===== config.mk =====
export PLATFORM = sky130hd
export DESIGN_NAME = usb_tx_crc_seq_flat
export DESIGN_NICKNAME = d
export VERILOG_FILES = /design/src/rtl/usb_pkg.sv /design/src/rtl/usb_tx_crc_seq_if.sv /design/src/rtl/usb_crc16_gen.sv /design/src/rtl/usb_tx_crc_seq.sv /design/src/flat_wrapper.sv
export SDC_FILE = /design/constraint.sdc
export NUM_CORES = 1
export LEC_CHECK = 0
export ABC_AREA = 1
export CELL_PAD_IN_SITES_DETAIL_PLACEMENT = 1
export CELL_PAD_IN_SITES_GLOBAL_PLACEMENT = 1
export CORE_MARGIN = 2
export CORE_UTILIZATION = 43
export CTS_CLUSTER_SIZE = 12
export DETAILED_ROUTE_END_ITERATION = 8
export GPL_TIMING_DRIVEN = 1
export PLACE_DENSITY = 0.78
export RECOVER_POWER = 100
export REMOVE_ABC_BUFFERS = 1
export SYNTH_ARGS = -nofsm -noshare
export SYNTH_HDL_FRONTEND = slang
export SYNTH_SLANG_ARGS = --single-unit

===== constraint.sdc =====
create_clock -name clk -period 1.95 [get_ports clk]
set_input_delay 0.39 -clock clk [delete_from_list [all_inputs] [get_ports clk]]
set_output_delay 0.39 -clock clk [all_outputs]
set_load 0.05 [all_outputs]

===== src/rtl/usb_pkg.sv =====
// Shared types and constants for the USB transmit CRC sequencer.
// No logic of its own; the state enum and CRC16 constants live here.
// The receive-side checker reuses CRC16_RESIDUAL.
package usb_pkg;

  typedef enum logic [2:0] {
    ST_IDLE,
    ST_LOAD,
    ST_DATA,
    ST_CRC,
    ST_DONE
  } state_e;

  localparam logic [15:0] CRC16_INIT     = 16'hFFFF;
  localparam logic [15:0] CRC16_POLY     = 16'h8005;
  localparam logic [15:0] CRC16_RESIDUAL = 16'h800D;

  // One serial CRC16 step: shift left, fold in the polynomial when msb ^ data is set.
  function automatic logic [15:0] crc16_step(input logic [15:0] crc,
                                             input logic        din,
                                             input logic [15:0] poly);
    return {crc[14:0], 1'b0} ^ ((crc[15] ^ din) ? poly : 16'h0000);
  endfunction

endpackage


===== src/rtl/usb_tx_crc_seq_if.sv =====
// Byte-in / bit-out bundle between the packet assembler, the sequencer and the stuffer.
// Pure wiring, no latency.
// tx_valid/tx_ready handshake upstream; downstream has no backpressure (bit-time strobe paced).
interface usb_tx_crc_seq_if;
  logic       clk_trans;
  logic [7:0] tx_data;
  logic       tx_valid;
  logic       tx_last;
  logic       tx_ready;
  logic       tx_zlp;
  logic       crc_en;
  logic       abort;
  logic       tx_bit;
  logic       tx_bit_valid;
  logic       tx_busy;
  logic       tx_done;
  logic       tx_err;

  // Assembler / bench side.
  modport master (
    output clk_trans, tx_data, tx_valid, tx_last, tx_zlp, crc_en, abort,
    input  tx_ready, tx_bit, tx_bit_valid, tx_busy, tx_done, tx_err
  );

  // Sequencer side.
  modport slave (
    input  clk_trans, tx_data, tx_valid, tx_last, tx_zlp, crc_en, abort,
    output tx_ready, tx_bit, tx_bit_valid, tx_busy, tx_done, tx_err
  );
endinterface


===== src/rtl/usb_crc16_gen.sv =====
// Serial CRC16 LFSR with synchronous init, data-feed and dump (plain shift-out) modes.
// Register updates one cycle after shift_en/init; crc_msb is the current register msb.
// No backpressure: the owner decides when to shift.
module usb_crc16_gen
  import usb_pkg::*;
#(
  parameter logic [15:0] INIT = CRC16_INIT,
  parameter logic [15:0] POLY = CRC16_POLY
) (
  input  logic clk,
  input  logic rst_n,
  input  logic init,
  input  logic shift_en,
  input  logic dump,
  input  logic data_in,
  output logic crc_msb
);

  logic [15:0] crc_q;
  logic [15:0] crc_d;

  // Next LFSR value: init wins, then either feed a data bit or shift the result out.
  always_comb begin
    crc_d = crc_q;
    if (init) begin
      crc_d = INIT;
    end else if (shift_en) begin
      crc_d = dump ? {crc_q[14:0], 1'b0} : crc16_step(crc_q, data_in, POLY);
    end
  end

  // LFSR register.
  always_ff @(posedge clk or negedge rst_n) begin
    if (!rst_n) crc_q <= INIT;
    else        crc_q <= crc_d;
  end

  assign crc_msb = crc_q[15];

endmodule


===== src/rtl/usb_tx_crc_seq.sv =====
// Serializes payload bytes LSB-first on clk_trans and appends the inverted CRC16 MSB-first.
// First bit on the first strobe >=2 cycles after acceptance; bytes reload with no gap.
// One-byte hold register: tx_ready drops while it is full, after the last byte, and outside IDLE/DATA.
module usb_tx_crc_seq
  import usb_pkg::*;
#(
  parameter logic [15:0] CRC_INIT = CRC16_INIT,
  parameter logic [15:0] CRC_POLY = CRC16_POLY
) (
  input logic              clk,
  input logic              rst_n,
  usb_tx_crc_seq_if.slave  bus
);

  state_e      state_q, state_d;
  logic [7:0]  hold_q, hold_d;
  logic        hold_vld_q, hold_vld_d;
  logic        hold_last_q, hold_last_d;
  logic [7:0]  shift_q, shift_d;
  logic        shift_last_q, shift_last_d;
  logic [2:0]  cnt_q, cnt_d;
  logic [3:0]  crc_cnt_q, crc_cnt_d;
  logic        crc_en_q, crc_en_d;
  logic        last_seen_q, last_seen_d;
  logic        tx_bit_q, tx_bit_d;
  logic        tx_bit_valid_q, tx_bit_valid_d;
  logic        tx_err_q, tx_err_d;

  logic        accept;
  logic        crc_init;
  logic        crc_shift;
  logic        crc_dump;
  logic        crc_msb;

  assign bus.tx_ready = !hold_vld_q && !last_seen_q &&
                        (state_q == ST_IDLE || state_q == ST_DATA);
  assign accept       = bus.tx_valid && bus.tx_ready;

  usb_crc16_gen #(
    .INIT (CRC_INIT),
    .POLY (CRC_POLY)
  ) u_crc (
    .clk      (clk),
    .rst_n    (rst_n),
    .init     (crc_init),
    .shift_en (crc_shift),
    .dump     (crc_dump),
    .data_in  (shift_q[0]),
    .crc_msb  (crc_msb)
  );

  // Next-state and datapath control; abort overrides every other action.
  always_comb begin
    state_d        = state_q;
    hold_d         = hold_q;
    hold_vld_d     = hold_vld_q;
    hold_last_d    = hold_last_q;
    shift_d        = shift_q;
    shift_last_d   = shift_last_q;
    cnt_d          = cnt_q;
    crc_cnt_d      = crc_cnt_q;
    crc_en_d       = crc_en_q;
    last_seen_d    = last_seen_q;
    tx_bit_d       = tx_bit_q;
    tx_bit_valid_d = 1'b0;
    tx_err_d       = 1'b0;
    crc_init       = 1'b0;
    crc_shift      = 1'b0;
    crc_dump       = 1'b0;

    if (bus.abort) begin
      state_d     = ST_IDLE;
      hold_vld_d  = 1'b0;
      last_seen_d = 1'b0;
      cnt_d       = 3'd0;
    end else begin
      if (accept) begin
        hold_d      = bus.tx_data;
        hold_vld_d  = 1'b1;
        hold_last_d = bus.tx_last;
        if (bus.tx_last) last_seen_d = 1'b1;
      end

      case (state_q)
        ST_IDLE: begin
          if (accept) begin
            crc_en_d = bus.crc_en;
            crc_init = 1'b1;
            state_d  = ST_LOAD;
          end else if (bus.tx_zlp && !bus.tx_valid) begin
            crc_init  = 1'b1;
            crc_cnt_d = 4'd0;
            state_d   = ST_CRC;
          end
        end

        ST_LOAD: begin
          shift_d      = hold_q;
          shift_last_d = hold_last_q;
          hold_vld_d   = 1'b0;
          cnt_d        = 3'd0;
          state_d      = ST_DATA;
        end

        ST_DATA: begin
          if (bus.clk_trans) begin
            tx_bit_d       = shift_q[0];
            tx_bit_valid_d = 1'b1;
            shift_d        = {1'b0, shift_q[7:1]};
            cnt_d          = cnt_q + 3'd1;
            crc_shift      = 1'b1;
            if (cnt_q == 3'd7) begin
              if (hold_vld_q) begin
                shift_d      = hold_q;
                shift_last_d = hold_last_q;
                hold_vld_d   = 1'b0;
                cnt_d        = 3'd0;
              end else if (shift_last_q) begin
                crc_cnt_d = 4'd0;
                state_d   = crc_en_q ? ST_CRC : ST_DONE;
              end else begin
                // Underrun: a byte handed over on this very cycle is dropped
                // so IDLE never starts with a stale hold register.
                tx_err_d   = 1'b1;
                hold_vld_d = 1'b0;
                state_d    = ST_IDLE;
              end
            end
          end
        end

        ST_CRC: begin
          if (bus.clk_trans) begin
            tx_bit_d       = ~crc_msb;
            tx_bit_valid_d = 1'b1;
            crc_shift      = 1'b1;
            crc_dump       = 1'b1;
            crc_cnt_d      = crc_cnt_q + 4'd1;
            if (crc_cnt_q == 4'd15) state_d = ST_DONE;
          end
        end

        ST_DONE: state_d = ST_IDLE;

        default: state_d = ST_IDLE;
      endcase

      if (state_d == ST_IDLE) last_seen_d = 1'b0;
    end
  end

  // State and datapath registers.
  always_ff @(posedge clk or negedge rst_n) begin
    if (!rst_n) begin
      state_q        <= ST_IDLE;
      hold_q         <= 8'h00;
      hold_vld_q     <= 1'b0;
      hold_last_q    <= 1'b0;
      shift_q        <= 8'h00;
      shift_last_q   <= 1'b0;
      cnt_q          <= 3'd0;
      crc_cnt_q      <= 4'd0;
      crc_en_q       <= 1'b0;
      last_seen_q    <= 1'b0;
      tx_bit_q       <= 1'b0;
      tx_bit_valid_q <= 1'b0;
      tx_err_q       <= 1'b0;
    end else begin
      state_q        <= state_d;
      hold_q         <= hold_d;
      hold_vld_q     <= hold_vld_d;
      hold_last_q    <= hold_last_d;
      shift_q        <= shift_d;
      shift_last_q   <= shift_last_d;
      cnt_q          <= cnt_d;
      crc_cnt_q      <= crc_cnt_d;
      crc_en_q       <= crc_en_d;
      last_seen_q    <= last_seen_d;
      tx_bit_q       <= tx_bit_d;
      tx_bit_valid_q <= tx_bit_valid_d;
      tx_err_q       <= tx_err_d;
    end
  end

  assign bus.tx_bit       = tx_bit_q;
  assign bus.tx_bit_valid = tx_bit_valid_q;
  assign bus.tx_busy      = (state_q != ST_IDLE);
  assign bus.tx_done      = (state_q == ST_DONE) && !bus.abort;
  assign bus.tx_err       = tx_err_q;

endmodule


===== src/flat_wrapper.sv =====
// flat-port wrapper written by rule: the top's interface ports become plain ports
module usb_tx_crc_seq_flat import usb_pkg::*;
#(
  parameter logic [15:0] CRC_INIT = CRC16_INIT,
  parameter logic [15:0] CRC_POLY = CRC16_POLY
)
  (clk, rst_n, bus_clk_trans, bus_tx_data, bus_tx_valid, bus_tx_last, bus_tx_zlp, bus_crc_en, bus_abort, bus_tx_ready, bus_tx_bit, bus_tx_bit_valid, bus_tx_busy, bus_tx_done, bus_tx_err);
  usb_tx_crc_seq_if bus_i ();
  input logic clk;
  input logic rst_n;
  input wire logic [$bits(bus_i.clk_trans)-1:0] bus_clk_trans;
  input wire logic [$bits(bus_i.tx_data)-1:0] bus_tx_data;
  input wire logic [$bits(bus_i.tx_valid)-1:0] bus_tx_valid;
  input wire logic [$bits(bus_i.tx_last)-1:0] bus_tx_last;
  input wire logic [$bits(bus_i.tx_zlp)-1:0] bus_tx_zlp;
  input wire logic [$bits(bus_i.crc_en)-1:0] bus_crc_en;
  input wire logic [$bits(bus_i.abort)-1:0] bus_abort;
  output wire logic [$bits(bus_i.tx_ready)-1:0] bus_tx_ready;
  output wire logic [$bits(bus_i.tx_bit)-1:0] bus_tx_bit;
  output wire logic [$bits(bus_i.tx_bit_valid)-1:0] bus_tx_bit_valid;
  output wire logic [$bits(bus_i.tx_busy)-1:0] bus_tx_busy;
  output wire logic [$bits(bus_i.tx_done)-1:0] bus_tx_done;
  output wire logic [$bits(bus_i.tx_err)-1:0] bus_tx_err;
  assign bus_i.clk_trans = bus_clk_trans;
  assign bus_i.tx_data = bus_tx_data;
  assign bus_i.tx_valid = bus_tx_valid;
  assign bus_i.tx_last = bus_tx_last;
  assign bus_i.tx_zlp = bus_tx_zlp;
  assign bus_i.crc_en = bus_crc_en;
  assign bus_i.abort = bus_abort;
  assign bus_tx_ready = bus_i.tx_ready;
  assign bus_tx_bit = bus_i.tx_bit;
  assign bus_tx_bit_valid = bus_i.tx_bit_valid;
  assign bus_tx_busy = bus_i.tx_busy;
  assign bus_tx_done = bus_i.tx_done;
  assign bus_tx_err = bus_i.tx_err;
  usb_tx_crc_seq #(.CRC_INIT(CRC_INIT), .CRC_POLY(CRC_POLY)) u_core (.clk(clk), .rst_n(rst_n), .bus(bus_i));
endmodule

==> run metrics <==
clock share of power=22.8%; wl on met1=2.72 mm; Clock Skew=9.47 ps; final setup fails=0; Wirelength per Cell=14.6 µm; Placed Cells=384; initial core utilization=44.9%; non-filler cells, final=393; post-route setup TNS=0 ps; Comb power frac=28.0%; Peak VDD IR=0.517 mV; Clock Pin Slew Worst Setup and Hold Paths=90 ps; slew margin rel.=57.3%; post-synthesis share of cell area spent on xor and xnor gates=0.700%; arrival time worst endpoint=1480 ps; Final #Nets=339; synthesized flop and latch total=50; Synth Area in Compound Gates=14.8%; area grow syn2layout=14.2%; DRC=0; core area=5570 µm²; Routability Congestion=0.840; synth top area cells=dfrtp_1 (34%), dfstp_2 (17%), nand2_1 (7.8%), nor2_1 (7.3%), o21ai_0 (6.6%); hold path start=u_core.hold_q[0]; drt total wl=5.75 mm; GR Util All Layers=20.5%; startpoint types=flop; CTS hold repair buffers=1; DR vias=2,044; pin count of the biggest net entering global routing=26; Buffers & Inverters on Critical Path=1; CTS buffer count=5; Clock Sinks=50; met2 WL=2.79 mm; worst-skew pair later-pin latency=300 ps; Crit path max-delay family=buffers and inverters; first-pass GRT wire length=10.4 mm; port bufs=21; post_cts resized=0; Internal Pwr Total=1910 µW; status=finished clean; Antenna Nets Post-Route=0; Slowest Stage Delay on Critical Path=860 ps; diode count=0; met3 WL=188 µm; vias per std cell=5.20; die width=80.3 µm; fmax=534 MHz; Fillers=705; post-CTS setup buffer count=0; R2R Setup Slk=220 ps; Worst Hold Path EP=u_core.hold_q[0]; RSZ-0062 raised after global routing=no; switching power=1060 µW; post-synthesis sequential area ratio=50.8%; mux share of post-synthesis cell area=0%; final period utilization=96.0%; Critical Path, Cell by Cell=dlygate4sd3_1; layout cell share with drive strength beyond 1=17.1%; CTS tree=yes; Reg power frac=49.2%; R2R Path Start=u_core.state_q[0]; Rows=27; Cell Pwr Density=1040 nW/µm²; 1st-iter DRT viols=97; gr ovfl total=0; Worst Setup End Kind=output pin; Lkg Pwr=0.00128 µW; H-tree depth=2; Worst Slack Setup Final=78.4 ps; required time of the critical path=1560 ps; crit path kind=flop to output pin; mapped cell area=2500 µm²; worst-case reg-to-reg path depth=7; initial antenna violation count=0; main combinational cell family by area after synthesis=simple AND/OR/NAND/NOR gates; post-synthesis simple-gate area fraction=24.7%; top-area cell type share of the netlist area=34.0%; min cycle time layout=1870 ps; uppermost layer routed=met4; I/O pins=22; Slowest cell on crit path=dlygate4sd3_1; number of max-cap violations=0; Worst R2R End=u_core.hold_q[0]; Hold Crit Depth=2; Syn Area/Cell=8.60 µm²; number of global-route vias before repair=2,251; Ys Warns=0; die area=6450 µm²; Die H=80.3 µm; distinct cell type count after synthesis=35; Synth Area in Adders=1.50%; clock buffer depth=2; worst hold path class=flop to flop; Gate Count Post-Synth=291; dpl ws=27.4 ps; post-DP HPWL=4.15 mm; final hold vios=0; clk root buf=clkbuf_8; worst-path fanout max=1; Switching Share=35.7%; TritonRoute pass-1 iters=4; Worst Max-Slew Pin Slew=640 ps; cell accounting for the most synthesized area=dfrtp_1; Slew Viols, Final=0; CP Launch Point=u_core.bus.tx_err
[synth_stat cells]
cell,n
a22oi_1,1
buf_6,4
nand3_1,9
o21ai_1,19
a21oi_4,1
or2_2,1
nor2_8,2
nand3_2,1
nand2_1,52
nor2_2,2
nor4_1,2
buf_12,1
a21oi_1,6
xnor2_1,1
and2_1,1
a21oi_2,1
nand4_2,1
nand2_2,2
buf_2,2
o22ai_1,1
o21ai_2,3
a211oi_1,1
clkbuf_1,1
ha_1,3
inv_2,5
nand4_1,6
dfstp_2,16
nor2_1,49
nor2_4,1
nand2_4,3
dfrtp_1,34
o21a_1,1
xor2_1,1
o21ai_0,33
inv_1,24
[registers in the layout (all words and copies together), names as in the netlist]
name	cells
u_core.shift_last_q	1
u_core.last_seen_q	1
u_core.bus.tx_bit	1
u_core.crc_cnt_q	4
u_core.bus.tx_bit_valid	1
u_core.u_crc.crc_q	16
u_core.crc_en_q	1
u_core.hold_last_q	1
u_core.hold_vld_q	1
u_core.bus.tx_err	1
u_core.state_q	3
u_core.cnt_q	3
u_core.shift_q	8
u_core.hold_q	8
[power by group through the flow]
stage / Sequential, µW / Clock [µW] / Combinational, µW
2_1_floorplan: 1470 / 0 / 574
3_3_place_gp: 1470 / 0 / 884
3_5_place_dp: 1480 / 0 / 917
4_1_cts: 1460 / 704 / 928
5_1_grt: 1500 / 745 / 956
6_report: 1460 / 679 / 831
[cell usage in the layout (no fill, tap or decap), types with 4 or more instances in the layout]
cell type	netlist	routed
inv_1	24	24
nor2_1	49	49
clkbuf_2	0	5
inv_2	5	5
dfrtp_1	34	34
nand4_1	6	7
buf_4	0	4
nand3_1	9	9
clkbuf_8	0	7
dfstp_2	16	16
o21ai_0	33	43
clkdlybuf4s50_1	0	15
nand2_1	52	54
o21ai_1	19	9
a21oi_1	6	6
[metal layers]
layer  vias up  global-route usage [%]
li1       1002                       -
met1      1004                    25.9
met2        31                    36.4
met3         7                    3.60
met4         0                    5.08
met5         -                       0
[per-stage QoR]
step                total power, µW  utilization [%]  instance area, µm²  hold WS (ps)
detailed placement             2390             50.6                2820           290
global placement               2350             50.6                2820           280
floorplan                      2050                -                2420          94.4
global route                   3200             51.3                2860           508
finish                         2970             51.3                2860           486
CTS                            3090             52.7                2940           493
[tightest hold or removal path, delay by kind of cell (launching register included)]
kind / cells / cell delay [ps]
flip-flops: 1 / 350
AND/OR/NAND/NOR: 2 / 110
[cells by family after synthesis]
family	Yosys count
buf+inv	37
simple gates	132
fa+ha+maj	3
compound gates	67
xor+xnor	2
flops	50
[worst max path at each step]
stage | endpoint | slack (ps) | cells past startpoint
2_1_floorplan | bus_tx_done | -490 | 2
3_3_place_gp | u_core.last_seen_q | 60 | 10
3_5_place_dp | u_core.last_seen_q | 30 | 10
4_1_cts | bus_tx_bit | 70 | 1
5_1_grt | u_core.last_seen_q | 7 | 7
6_report | bus_tx_err | 80 | 1
[cell type report]
class                      instances  area, µm²  area share [%]
sequential                        50       1270            44.5
multi-input combinational        204       1020            35.7
timing repair buffer              30        264            9.23
inverter                          29        109            3.81
clock buffer                       7       96.3            3.37
tap                               72       90.1            3.15
clock inverter                     1       8.76           0.306
(Power assumes the default switching activity.)
